<file path="config.mk">
export PLATFORM = sky130hd
export DESIGN_NAME = bit_serial_alu_ctrl
export DESIGN_NICKNAME = d
export VERILOG_FILES = /design/src/rtl/bit_serial_pkg.sv /design/src/rtl/serial_alu_slice.sv /design/src/rtl/bit_serial_alu_ctrl.sv
export SDC_FILE = /design/constraint.sdc
export NUM_CORES = 1
export LEC_CHECK = 0
export BUFFER_PORTS_ARGS = -buffer_cell sky130_fd_sc_hd__buf_2
export CAP_MARGIN = 20
export CORE_MARGIN = 3
export CORE_UTILIZATION = 59
export CTS_BUF_LIST = sky130_fd_sc_hd__clkbuf_4
export DETAILED_ROUTE_END_ITERATION = 8
export MAX_ROUTING_LAYER = met4
export PLACE_DENSITY_LB_ADDON = 0.2
export SLEW_MARGIN = 20
export SYNTH_ARGS = -nofsm -noshare
export SYNTH_HDL_FRONTEND = slang
export SYNTH_SLANG_ARGS = --single-unit
</file>
<file path="constraint.sdc">
create_clock -name clk -period 4.8 [get_ports clk]
set_input_delay 0.24 -clock clk [delete_from_list [all_inputs] [get_ports clk]]
set_output_delay 0.24 -clock clk [all_outputs]
set_load 0.01 [all_outputs]
</file>
<file path="src/rtl/bit_serial_pkg.sv">
// bit_serial_pkg: shared op codes, FSM states and default width for the bit-serial ALU.
package bit_serial_pkg;
  localparam int WIDTH_DEF = 8;
  typedef enum logic [1:0] {OP_ADD = 2'b00, OP_SUB = 2'b01, OP_AND = 2'b10, OP_OR = 2'b11} op_t;
  typedef enum logic [1:0] {S_IDLE = 2'b00, S_RUN = 2'b01, S_DONE = 2'b10} state_t;
endpackage

</file>
<file path="src/rtl/serial_alu_slice.sv">
// serial_alu_slice: 1-bit full adder for ADD/SUB, bitwise AND/OR otherwise.
module serial_alu_slice (
  input  logic       at,
  input  logic       bt,
  input  logic       cin,
  input  logic [1:0] op,
  output logic       r,
  output logic       cout
);
  always_comb begin
    r    = op[1] ? (op[0] ? (at | bt) : (at & bt)) : (at ^ bt ^ cin);
    cout = op[1] ? 1'b0 : ((at & bt) | (cin & (at ^ bt)));
  end
endmodule

</file>
<file path="src/rtl/bit_serial_alu_ctrl.sv">
// bit_serial_alu_ctrl: LSB-first bit-serial ADD/SUB/AND/OR with Z/N/C/V flags.
// One bit per cycle; result and flags are committed only on the last bit.
module bit_serial_alu_ctrl
  import bit_serial_pkg::*;
#(
  parameter int WIDTH = WIDTH_DEF
) (
  input  logic             clk,
  input  logic             rst_n,
  input  logic             start,
  input  logic [1:0]       op,
  input  logic [WIDTH-1:0] a,
  input  logic [WIDTH-1:0] b,
  output logic             busy,
  output logic             done,
  output logic [WIDTH-1:0] result,
  output logic             flag_z,
  output logic             flag_n,
  output logic             flag_c,
  output logic             flag_v
);
  localparam int CW = $clog2(WIDTH);
  state_t           state;
  logic [WIDTH-1:0] sa, sb;
  logic [WIDTH-2:0] acc;
  logic [1:0]       op_q;
  logic [CW-1:0]    cnt;
  logic             carry, bt, r, cout;
  logic [WIDTH-1:0] nxt;
  always_comb begin
    bt  = sb[0] ^ (op_q == OP_SUB);
    nxt = {r, acc};
  end
  serial_alu_slice u_slice (
    .at  (sa[0]),
    .bt  (bt),
    .cin (carry),
    .op  (op_q),
    .r   (r),
    .cout(cout)
  );
  always_ff @(posedge clk or negedge rst_n) begin
    if (!rst_n) begin
      state  <= S_IDLE;
      sa     <= '0;
      sb     <= '0;
      acc    <= '0;
      op_q   <= '0;
      cnt    <= '0;
      carry  <= 1'b0;
      busy   <= 1'b0;
      done   <= 1'b0;
      result <= '0;
      flag_z <= 1'b0;
      flag_n <= 1'b0;
      flag_c <= 1'b0;
      flag_v <= 1'b0;
    end else begin
      done <= 1'b0;
      case (state)
        S_IDLE: if (start) begin
          sa    <= a;
          sb    <= b;
          op_q  <= op;
          cnt   <= '0;
          carry <= op[0];
          busy  <= 1'b1;
          state <= S_RUN;
        end
        S_RUN: begin
          sa  <= sa >> 1;
          sb  <= sb >> 1;
          acc <= nxt[WIDTH-1:1];
          cnt <= cnt + CW'(1);
          if (!op_q[1]) carry <= cout;
          // carry still holds the carry into the MSB on the last bit
          if (cnt == CW'(WIDTH-1)) begin
            result <= nxt;
            flag_z <= ~|nxt;
            flag_n <= r;
            flag_c <= ~op_q[1] & cout;
            flag_v <= ~op_q[1] & (carry ^ cout);
            done   <= 1'b1;
            state  <= S_DONE;
          end
        end
        S_DONE: begin
          busy  <= 1'b0;
          state <= S_IDLE;
        end
        default: state <= S_IDLE;
      endcase
    end
  end
endmodule

</file>
== Word-level counts from Yosys, hierarchy flattened ==
Cells that the tools add are included.
Storage, ports and cells
  register bits after elaboration: 45
  bits in latches: 0
  memory bits (writable): 0
  ROM bits: 0
  input bits: 21
  output and inout bits: 14
  word-level logic and storage cells: 63
  memories kept: 0
Operators by class
  add/sub/neg operators: 1
  multiply operators: 0
  div/mod/pow operators: 0
  magnitude comparators: 0
  equality and inequality tests: 7
  shifts and indexed selects: 0
  mux-type cells: 19
  bitwise logic cells: 11
  reductions and logical operators: 11
Operator list (count)
  $pmux W8 S2: 2
  $mux W8: 2
  $reduce_and A2 Y1: 5
  $mux W1: 8
  $reduce_or A8 Y1: 1
  $ne A2 B2 Y1 const B: 3
  $pmux W3 S2: 1
  $and A1 B1 Y1: 4
  $eq A2 B1 Y1 const B: 2
  $mux W2: 2
  $pmux W1 S2: 2
  $pmux W2 S2: 1
  $reduce_bool A2 Y1: 2
  $xor A1 B1 Y1: 4
  $add A3 B1 Y3 const B: 1
  $eq A3 B3 Y1 const B: 1
  $mux W3: 1
  $reduce_and A3 Y1: 1
  $eq A2 B2 Y1 const B: 1
  $logic_not A2 Y1: 1
  $or A1 B1 Y1: 2
  $logic_not A1 Y1: 1
  $not A1 Y1: 1

== Depth between registers and ports, before layout ==
  depth after elaboration: 8
  gate-level depth with buffers: 7
  depth with buffers taken out: 7

== Cells and area by module ==
A second synthesis with hierarchy kept.
Unflattened totals
  cells, all modules: 174
  area total of the unflattened synthesis: 1936.9 um2
Modules (own cells, without submodules)
  bit_serial_alu_ctrl: instances 1, cells each 164, area an instance 1855.5 um2, seq. area each 1101.1 um2
  serial_alu_slice: instances 1, cells each 10, area an instance 81.3 um2, seq. area each 0.0 um2

== Least setup slack after synthesis ==
Ideal clock, no wire load.
  kind: flip-flop to flip-flop
  from: register op_q[1]
  to: register flag_z
  library setup time: 0.121 ns
  arrival time: 1.756 ns
  data required time: 4.679 ns
  slack: 2.924 ns
  cell stages (with the launch flop): 8
  buffers on the path: 0
  clock period less this slack: 1.876 ns
  cells stage by stage: dfrtp_1 > nand2b_1 > xnor2_1 > inv_1 > fa_1 > nor2b_1 > a31o_2 > a22o_1
Between the ends
  word-level cells in the longest chain between the ends: 7
  elaborated cells on any way between the ends: 10
  those cells by class: eq/ne (1); mux (2); bitwise (5); reduce/logical (2)
Ends and longest elaborated chain
  from (decl): line bit_serial_alu_ctrl.sv:26  | logic [1:0] op_q;
  from (signal assigned): line bit_serial_alu_ctrl.sv:64  | op_q <= op;
  $eq A2 B1 Y1: line bit_serial_alu_ctrl.sv:31  | bt = sb[0] ^ (op_q == OP_SUB);
  $xor A1 B1 Y1: line bit_serial_alu_ctrl.sv:31
  $xor A1 B1 Y1 (tied with other cells): line serial_alu_slice.sv:11  | r = op[1] ? (op[0] ? (at | bt) : (at & bt)) : (at ^ bt ^ cin);
  $xor A1 B1 Y1 / $mux W1 (equally long branches): line serial_alu_slice.sv:11
  $mux W1 (*): line serial_alu_slice.sv:11
  $reduce_or A8 Y1 (*): line bit_serial_alu_ctrl.sv:79  | flag_z <= ~|nxt;
  $logic_not A1 Y1 (*): line bit_serial_alu_ctrl.sv:79
  to (signal assigned): line bit_serial_alu_ctrl.sv:79
  to (decl): line bit_serial_alu_ctrl.sv:17  | output logic flag_z,
Mark *: on every way between the ends. The rest lies on a longest branch, timed or not.
A chain may end at the register's enable or synchronous reset.

== Worst setup path after layout ==
Same ends and word-level chain as after synthesis.

==> reports/qor.yml <==
placement:
  place_inst: 251
  placed_cell_area_sq_mm: 0.00211
  place.gp.congestion: 0.734
  io_buffers: 34
  dpl.hpwl_um: 2500
final_layout:
  multiInputGateArea_sq_um: 744
  stdcell_area_sq_mm: 0.00215
  final_nets: 240
  fin_cells: 256
  layout-drive-gt1-share: 0.259
  area_growth_pct: 10.1
  postLayoutCoreUtil: 0.692
  seq_area_sq_mm: 0.00110
  diodes: 0
  fillCellCount: 275
timing:
  rsz0062_at_grt: "false"
  finalSetupViolCount: 0
  fin_crit_sh: 0.428
  drv_slew: 0
  worstMarginPinSlew_ns: 0.926
  fmax_mhz: 487
  period_needed_ns: 2.05
  finalSetupTns_ns: 0
  max-slew-margin-rel: 0.383
  finalHoldViolCount: 0
  clock_skew_ns: 0.0130
clock_network:
  htree_levels: 2
  cts_made_buffers: 5
  cts_hold_buf: 0
  clkTransAtPathRegs_ns: 0.12
  post_cts_resized: 0
  clockRootBuffer: "clkbuf_4"
  cts.sinks: 44
  clk_path_buf_depth: 2
  cts_setup_buffers: 0
  insertion_delay_ns: 0.35
  cts_tree: "done"
floorplan:
  start_util: 0.628
  io_pins: 35
  num_rows: 20
  die_h_um: 63.5
  die_area_sq_mm: 0.00403
  die_w_um: 63.5
  core_sq_mm: 0.00310
yosys:
  syn-instance-count: 183
  synthesis.nets: 209
  synth-seq-cells: 44
  synth_edf_count: 0
  synth_warnings: 0
  synthesis.area_sq_mm: 0.00195
  synthArstFlopShare: 1.00
  ys.flop_type: "dfrtp_1"
  synth.avg_cell_area_sq_um: 10.6
  ys_seq_area_frac: 0.565
  synth.distinct_cells: 33
worst_setup_path:
  reg2reg_depth: 7
  cp_max_fo: 8
  r2r-end: "flag_z$_DFFE_PN0P_"
  cp.required_ns: 5.06
  crit_type: "reg2reg"
  r2r_slack_ns: 2.75
  r2r-start: "op_q[1]$_DFFE_PN0P_"
  cp-end-kind: "flop"
  arrival_ns: 2.31
  start_kind: "flop"
global_routing:
  grt_max_degree: 49
  track_usage: 0.207
  globalRouteOverflowTotal: 0
  antenna_found_initial: 0
  grt_pass1_vias: 1509
  grt_pass1_wl_um: 6330
drt:
  drt_first_pass_iters: 4
  vias: 1385
  drt-total-wl_um: 3540
  antenna_left: 0
  routed_via_density: 5.41
  first_iter_violations: 97
  wl_per_cell_um: 13.8
  drc: 0
outcome:
  status: "completed"
power_and_ir_drop:
  leakagePower_nw: 1.07
  p_per_area_mw_per_mm2: 664
  peakVddDrop_mv: 0.302
job:
  drv_cap: 0
worst_hold_path:
  holdCritPathClass: "in2async"
[layer usage]
layer / up-vias / routed length (um) / part of all wire / GRT usage
met4: 0 / 62 / 0.018 / 0.0943
met5: - / 0 / 0 / -
met1: 671 / 1520 / 0.43 / 0.240
met2: 34 / 1790 / 0.51 / 0.348
li1: 673 / - / - / -
met3: 7 / 155 / 0.044 / 0.0392
[placed cells by master (no fill, tap or decap), types with 2 or more instances in the layout]
master / Yosys / layout
dfrtp_1: 44 / 44
nand2_1: 41 / 41
buf_2: 4 / 34
nor2_1: 14 / 14
a31oi_1: 14 / 14
mux2_2: 12 / 12
inv_1: 8 / 8
nand3_1: 6 / 6
clkbuf_4: 0 / 5
nand2b_1: 4 / 4
o21ai_1: 4 / 4
ha_1: 4 / 4
o21ai_0: 2 / 2
a21oi_1: 2 / 2
o31ai_1: 2 / 2
[logic make-up after synthesis]
group                    Yosys count  share of synthesized area
buffers and inverters             19                     0.0527
flip-flops                        44                      0.565
AO/OA/AOI/OAI                     28                     0.0906
adder cells (fa/ha/maj)            5                     0.0360
XOR/XNOR                           2                    0.00899
AND/OR/NAND/NOR                   72                      0.171
multiplexers                      13                     0.0751
[cells in the mapped netlist (2+ instances only)]
| library cell | number | area, sq um |
|---|---|---|
| a21oi_1 | 2 | 10.0 |
| o21ai_0 | 2 | 10.0 |
| dfrtp_1 | 44 | 1100 |
| o31ai_1 | 2 | 15.0 |
| buf_6 | 2 | 22.5 |
| buf_4 | 3 | 22.5 |
| o21ai_1 | 4 | 20.0 |
| nor2_1 | 14 | 52.6 |
| buf_2 | 4 | 20.0 |
| nand2_1 | 41 | 154 |
| nand2b_1 | 4 | 25.0 |
| ha_1 | 4 | 50.1 |
| inv_1 | 8 | 30.0 |
| mux2_2 | 12 | 135 |
| a31oi_1 | 14 | 87.6 |
| nand3_1 | 6 | 30.0 |
[critical path, cell delays in order, from the launching register on]
cell and delay, ns:
dfrtp_1 0.47, nand2b_1 0.19, xnor2_1 0.21, inv_1 0.11
fa_1 0.43, nor2b_1 0.15, a31o_2 0.24, a22o_1 0.17
[registers in the layout, summed over array words and instances, names as in the netlist]
name and cells:
state 2, flag_v 1, op_q 2, flag_z 1, sb 8, flag_c 1, result 8, done 1
busy 1, carry 1, sa 8, cnt 3, acc 7
[cell type report]
class / instances / share of cell area
clock buffer: 5 / 0.0175
inverter: 8 / 0.0140
sequential: 44 / 0.513
multi-input combinational: 120 / 0.347
tap: 44 / 0.0257
timing repair buffer: 35 / 0.0828
[worst max path at each step]
stage,from,end,slack [ns],cells past startpoint
floorplan,op_q[1]$_DFFE_PN0P_,flag_z$_DFFE_PN0P_,2.92,7
global placement,op_q[1]$_DFFE_PN0P_,flag_z$_DFFE_PN0P_,2.87,7
detailed placement,op_q[1]$_DFFE_PN0P_,flag_z$_DFFE_PN0P_,2.74,7
CTS,op_q[1]$_DFFE_PN0P_,flag_z$_DFFE_PN0P_,2.72,7
global route,op_q[1]$_DFFE_PN0P_,flag_z$_DFFE_PN0P_,2.58,7
finish,op_q[1]$_DFFE_PN0P_,flag_z$_DFFE_PN0P_,2.75,7
[stage by stage]
step	hold slack, ns	power (mW)	setup slack, ns
6_report	0.0158	1.43	2.75
4_1_cts	0.0454	1.44	2.72
5_1_grt	0.0837	1.56	2.58
3_3_place_gp	0.421	1.23	2.87
3_5_place_dp	0.439	1.29	2.74
2_1_floorplan	-0.0556	1.13	2.92
[power breakdown]
group,internal (mW),total [mW],switching (mW)
registers,0.548,0.668,0.120
logic,0.274,0.604,0.331
clock network,0.0491,0.153,0.104
total,0.870,1.43,0.555
No activity file was read; power rests on OpenSTA's default activity.
